===== src/rtl/mem_copy_master.sv =====
// Copies LEN 32-bit words from SRC_ADDR to DST_ADDR over a single memory port, one read/write pair per word.
// Latency is 2*LEN busy cycles followed by a one-cycle DONE. START is ignored (never queued) outside IDLE.
module mem_copy_master #(
  parameter int          LEN_W     = 16,
  parameter logic [31:0] ADDR_STEP = 32'd4
) (
  input  logic             CLK,
  input  logic             RSTn,
  input  logic             START,
  input  logic [31:0]      SRC_ADDR,
  input  logic [31:0]      DST_ADDR,
  input  logic [LEN_W-1:0] LEN,
  output logic             BUSY,
  output logic             DONE,
  output logic             ERR,
  output logic [31:0]      CHKSUM,
  output logic [31:0]      M_ADDR,
  output logic             M_RW,
  output logic [31:0]      M_WD,
  input  logic [31:0]      M_RD
);

  typedef enum logic [1:0] {S_IDLE, S_RD, S_WR, S_FIN} state_t;

  state_t           state, state_nxt;
  logic [31:0]      src_ptr, dst_ptr, src_ptr_d, dst_ptr_d;
  logic [31:0]      m_addr_d, m_wd_d, chksum_d;
  logic [LEN_W-1:0] cnt, cnt_d;
  logic             m_rw_d, busy_d, done_d, err_d;
  logic             misaligned, last_word;

  assign misaligned = (SRC_ADDR[1:0] != 2'b00) || (DST_ADDR[1:0] != 2'b00);
  assign last_word  = (cnt == LEN_W'(1));

  always_ff @(posedge CLK or negedge RSTn) begin
    if (!RSTn) state <= S_IDLE;
    else       state <= state_nxt;
  end

  always_comb begin
    state_nxt = state;
    case (state)
      S_IDLE: begin
        if (START) begin
          if (misaligned || (LEN == '0)) state_nxt = S_FIN;
          else                           state_nxt = S_RD;
        end
      end
      S_RD:    state_nxt = S_WR;
      S_WR:    state_nxt = last_word ? S_FIN : S_RD;
      default: state_nxt = S_IDLE;
    endcase
  end

  // Next values for every registered output; flag outputs follow the state being entered.
  always_comb begin
    src_ptr_d = src_ptr;
    dst_ptr_d = dst_ptr;
    cnt_d     = cnt;
    m_addr_d  = M_ADDR;
    m_rw_d    = M_RW;
    m_wd_d    = M_WD;
    chksum_d  = CHKSUM;
    busy_d    = (state_nxt == S_RD) || (state_nxt == S_WR);
    done_d    = (state_nxt == S_FIN);
    err_d     = (state == S_IDLE) && START && misaligned;
    case (state)
      S_IDLE: begin
        if (START && !misaligned) begin
          chksum_d = '0;
          if (LEN != '0) begin
            src_ptr_d = SRC_ADDR;
            dst_ptr_d = DST_ADDR;
            cnt_d     = LEN;
            m_addr_d  = SRC_ADDR;
            m_rw_d    = 1'b0;
          end
        end
      end
      S_RD: begin
        m_wd_d   = M_RD;
        chksum_d = CHKSUM + M_RD;
        m_addr_d = dst_ptr;
        m_rw_d   = 1'b1;
      end
      S_WR: begin
        m_rw_d    = 1'b0;
        cnt_d     = cnt - LEN_W'(1);
        src_ptr_d = src_ptr + ADDR_STEP;
        dst_ptr_d = dst_ptr + ADDR_STEP;
        m_addr_d  = last_word ? 32'd0 : (src_ptr + ADDR_STEP);
      end
      default: ;
    endcase
  end

  always_ff @(posedge CLK or negedge RSTn) begin
    if (!RSTn) begin
      src_ptr <= '0;
      dst_ptr <= '0;
      cnt     <= '0;
      M_ADDR  <= '0;
      M_RW    <= 1'b0;
      M_WD    <= '0;
      CHKSUM  <= '0;
      BUSY    <= 1'b0;
      DONE    <= 1'b0;
      ERR     <= 1'b0;
    end else begin
      src_ptr <= src_ptr_d;
      dst_ptr <= dst_ptr_d;
      cnt     <= cnt_d;
      M_ADDR  <= m_addr_d;
      M_RW    <= m_rw_d;
      M_WD    <= m_wd_d;
      CHKSUM  <= chksum_d;
      BUSY    <= busy_d;
      DONE    <= done_d;
      ERR     <= err_d;
    end
  end

endmodule


===== config.mk =====
export PLATFORM = sky130hd
export DESIGN_NAME = mem_copy_master
export DESIGN_NICKNAME = d
export VERILOG_FILES = /design/src/rtl/mem_copy_master.sv
export SDC_FILE = /design/constraint.sdc
export NUM_CORES = 1
export LEC_CHECK = 0
export ABC_AREA = 0
export ABC_CLOCK_PERIOD_IN_PS = 3600
export CELL_PAD_IN_SITES_DETAIL_PLACEMENT = 0
export CELL_PAD_IN_SITES_GLOBAL_PLACEMENT = 1
export CORE_AREA = 2 2 169 171
export DETAILED_ROUTE_END_ITERATION = 16
export DIE_AREA = 0 0 171 173
export PLACE_DENSITY_LB_ADDON = 0.08
export SLEW_MARGIN = 20
export SYNTH_ARGS = -nofsm -noshare
export SYNTH_HDL_FRONTEND = slang
export SYNTH_SLANG_ARGS = --single-unit

===== constraint.sdc =====
create_clock -name CLK -period 3.6 [get_ports CLK]
set_input_delay 0.54 -clock CLK [delete_from_list [all_inputs] [get_ports CLK]]
set_output_delay 0.54 -clock CLK [all_outputs]
set_load 0.02 [all_outputs]

=== Yosys cells after proc, flatten, opt, wreduce, memory -nomap -nowiden ===
Cells that the tools add are included.

* Multipliers: 0
* Divide/modulo/power cells: 0
* Shifts and indexed selects: 0
* Equal/unequal tests: 8
* Muxes and demuxes: 20
* Bitwise logic cells: 0
* Magnitude comparators: 0
* Reductions and logical operators: 18
* Add/subtract/negate cells: 4

{| class="wikitable"
|+ Operators with widths
! operator !! number
|-
| 32-bit 2-to-1 mux || 6
|-
| 32-bit one-hot mux with 2 select lines || 3
|-
| 32-bit one-hot mux with 3 select lines || 1
|-
| 32-bit by 3-bit adder with 32-bit output (second input constant) || 2
|-
| 32-bit adder || 1
|-
| 16-bit 2-to-1 mux || 2
|-
| 16-bit one-hot mux with 2 select lines || 1
|-
| 16-bit by 1-bit == test with 1-bit output (second input constant) || 1
|-
| 16-bit zero test || 1
|-
| 16-bit nonzero test || 1
|-
| 16-bit by 1-bit subtractor with 16-bit output (second input constant) || 1
|-
| 2-bit nonzero test || 4
|-
| 2-bit == test (second input constant) || 3
|-
| 2-bit 2-to-1 mux || 3
|-
| 2-bit one-hot mux with 3 select lines || 1
|-
| 3-bit AND reduction || 2
|-
| 2-bit by 1-bit == test with 1-bit output (second input constant) || 2
|-
| 2-bit by 1-bit != test with 1-bit output (second input constant) || 2
|-
| 1-bit logical AND || 3
|-
| 1-bit logical OR || 3
|-
| 1-bit one-hot mux with 3 select lines || 1
|-
| 3-bit nonzero test || 1
|-
| 2-bit zero test || 1
|-
| 1-bit 2-to-1 mux || 2
|-
| 2 further kinds || 2
|}

* Latch bits: 0
* Memories: 0
* Bits in read-only memories: 0
* Output and inout bits: 100
* Word-level logic and storage cells: 61
* Input port bits: 115
* Flip-flop bits (word level): 182
* RAM bits: 0

=== Logic depth before layout (Yosys ltp) ===
* Depth after elaboration: 8
* Mapped depth: 12
* Depth with buffers taken out: 11

=== Least setup slack after synthesis ===
Ideal clock, no wire load.

* Path type: input port to flip-flop
* Start: input port M_RD[0]
* End: register CHKSUM[30]
* Setup slack: 904 ps
* Path buffers: 0
* Setup time: 87 ps
* Required time: 3513 ps
* Stages on the path: 11
* Data arrival time: 2609 ps
* Cells stage by stage: ha_1 -> inv_1 -> fa_1 -> nor2b_1 -> o31ai_2 -> a211oi_1 -> o21ai_1 -> o21ai_2 -> a41oi_2 -> a311o_1 -> o211ai_1

* Cells in the longest elaborated chain, start to end: 2

{| class="wikitable"
|+ RTL lines
! what !! RTL line !! source
|-
| from (decl) || 20 || <nowiki>input logic [31:0] M_RD</nowiki>
|-
| 32-bit adder || 82 || <nowiki>chksum_d = CHKSUM + M_RD;</nowiki>
|-
| 32-bit one-hot mux with 2 select lines || 67 || <nowiki>case (state)</nowiki>
|-
| to (signal assigned) || 116 || <nowiki>CHKSUM <= chksum_d;</nowiki>
|-
| to (decl) || 16 || <nowiki>output logic [31:0] CHKSUM,</nowiki>
|}

Every way passes these cells.
A chain may end at the register's enable or synchronous reset.

=== Worst setup path in the final report ===
Same ends and word-level chain as after synthesis.

==> results.yml <==
critical_path:
  crit_path_end_kind: "flip-flop"
  crit_fanout: 4
  r2r_setup_slack_ns: 0.56
  critPathSlowestCell: "clkdlybuf4s50_1"
  path_cells: "clkdlybuf4s50_1 -> ha_1 -> inv_1 -> fa_1 -> nor2b_1 -> o31ai_2 -> a211oi_1 -> o21ai_1 -> o21ai_2 -> a41oi_2 -> a311o_1 -> o211ai_1"
  path_class: "in2reg"
  cp_data_required_time_ns: 3.95
  worst_ep_arrival_time_ns: 3.41
  slowest_delay_ns: 0.48
  worstSetupStartpointType: "primary input"
placement:
  dp_cells: 1800
  preCtsSetupSlack_ns: 0.125
  gp_congestion: 0.828
  dpl.hpwl_um: 23900
  port_buffers: 214
detailed_routing:
  vias: 10000
  wl_per_cell_um: 18.0
  detail_route.vias_per_cell: 5.47
  drtIter0Drc: 459
  final_antenna_net_count: 0
  drc: 0
  wl_um: 33100
  firstDrtPassIters: 5
die:
  io_pins: 215
  placeableCoreArea_um2: 27600
  dieArea_um2: 29600
  start_util: 0.399
  die_h_um: 173
  num_rows: 61
  dieWidth_um: 171
pwr:
  pwr-share-seq: 0.284
  swShare: 0.468
  clock_power_share: 0.137
  p_sw_mw: 6.83
  ir_drop_mv: 0.637
  p_per_area_nw_per_um2: 1030
  p_comb_frac: 0.579
  p_int_mw: 7.78
  p_leak_nw: 5.77
  power_mw: 14.6
yosys:
  synth_cells: 1257
  syn_area_um2: 11000
  synth-xor-area-share: 0.0397
  synth-edff-count: 0
  synth_cell_types: 81
  synthArstFlopShare: 1.00
  synth-simple-area-share: 0.178
  synth_seq_cells: 182
  synthAdderAreaFrac: 0.0484
  synth.area.mux_share: 0.0501
  synth_top_family_by_area: "compound AO/OA/AOI/OAI gates"
  syn_area_per_cell_um2: 8.77
  synth_compound_area_frac: 0.232
  syn_nets: 1414
  ys_dominant_reg_cell: "dfrtp_1"
  ys_seq_area_frac: 0.413
  ys_warn_count: 0
clock_network:
  root_buffer: "clkbuf_16"
  cts_made_buffers: 17
  clk_pin_slew_ns: 0.08
  cts_tree: "yes"
  cts_setup_buffers: 0
  insertion_delay_ns: 0.44
  cts_max_level: 4
  cts.hold.buffers_added: 0
  clockBufferDepth: 2
  post_cts_resized: 0
  clock_sinks: 182
flow_run:
  cap_violations: 0
final_layout:
  drive_gt1_frac: 0.0867
  final_cells: 1836
  syn2layout_area_growth_pct: 28.8
  nNetsFinal: 1598
  layout_common_cells: "213 x clkdlybuf4s50_1, 182 x dfrtp_1, 165 x nand2_1, 124 x o21ai_0, 114 x a21oi_1"
  final_common_cell: "clkdlybuf4s50_1"
  final_util: 0.514
timing:
  final-hold-violation-count: 0
  setup_viol: 0
  tns_ns: 0
  tightest_slew_ns: 0.787
  period_share: 0.849
  fmax_mhz: 327
  period_needed_ns: 3.06
  grt_setup_unrepaired: "false"
  slew_violations: 0
  finClkSkew_ns: 0.0143
  slew_headroom: 0.476
  setup_ws_ns: 0.545
global_route:
  grt_pass1_wl_um: 52900
  antenna_found_initial: 4
  grt_max_degree: 99
  grt_pass1_vias: 9819
  grt_use_total: 0.224
  grt_overflow_total: 0
hold_path:
  hp-class: "in2async"
outcome:
  status: "complete, no violations"
## flip-flops by register name, summed over array words and instances (netlist names)
register  cells
M_ADDR       32
ERR           1
cnt          16
dst_ptr      32
DONE          1
CHKSUM       32
src_ptr      32
M_RW          1
BUSY          1
M_WD         32
state         2
## final cells by class
class / instances / area (um2)
Fill cell: 2681 / 13400
Multi-Input combinational cell: 978 / 6060
Sequential cell: 182 / 4550
Timing Repair Buffer: 241 / 2400
Tap cell: 378 / 473
Clock buffer: 18 / 439
Clock inverter: 14 / 180
Inverter: 21 / 78.8
Antenna cell: 4 / 10.0
## power by group through the flow
stage	sequential (mW)	combinational [mW]	clock, mW
after CTS	4.15	8.55	2.06
after global routing	4.32	9.41	2.13
after global placement	4.16	8.44	0
final	4.15	8.47	2.00
after detailed placement	4.17	8.52	0
after floorplan	4.53	5.12	0
## synthesized netlist by cell type (19+ instances only)
cell type	instances	area (um2)
a21oi_1	114	571
a22oi_1	26	195
and3_1	25	156
buf_2	24	120
clkbuf_1	37	139
dfrtp_1	182	4550
ha_1	41	513
inv_1	19	71.3
mux2_2	33	372
nand2_1	165	619
nand3_1	73	365
nor2_1	50	188
nor3_1	22	110
o21ai_0	124	621
o21ai_1	34	170
o22ai_1	53	332
xnor2_1	20	175
xor2_1	30	263
## per-layer routing
metal / vias up / routed length, um / global-route usage / share of wire
met2: 252 / 15200 / 0.352 / 0.46
met1: 4776 / 15600 / 0.313 / 0.47
met3: 25 / 1830 / 0.0453 / 0.055
li1: 4993 / - / - / -
met4: 0 / 420 / 0.0621 / 0.013
met5: - / 0 / 0 / 0
## through the flow
stage,instance area (um2),hold WS [ns]
5_1_grt,14200,0.182
6_report,14200,0.126
4_1_cts,14200,0.177
3_5_place_dp,13600,0.474
2_1_floorplan,11000,0.244
3_3_place_gp,13600,0.462
## logic make-up after synthesis
kind of cell	count (synthesis)
mux	51
flops	182
xor+xnor	50
buf+inv	97
simple gates	409
fa+ha+maj	42
compound gates	426
## critical path: cells and delay by family
kind | cells | cell delay, ns
compound gates | 7 | 1.54
fa+ha+maj | 2 | 0.59
buf+inv | 2 | 0.54
simple gates | 1 | 0.19
## path summary, 6_finish.rpt
| path | start | end | cells after the start |
|---|---|---|---|
| setup / recovery | M_RD[0] | CHKSUM[30] | 12 |
| hold / removal | RSTn | M_WD[2] | 1 |
| setup reg to reg | state[0] | dst_ptr[9] | 11 |
| hold reg to reg | M_ADDR[14] | M_ADDR[14] | 2 |
| max in group asynchronous | RSTn | src_ptr[4] | 2 |
| min in group CLK | M_ADDR[14] | M_ADDR[14] | 2 |
(Power assumes the default switching activity.)
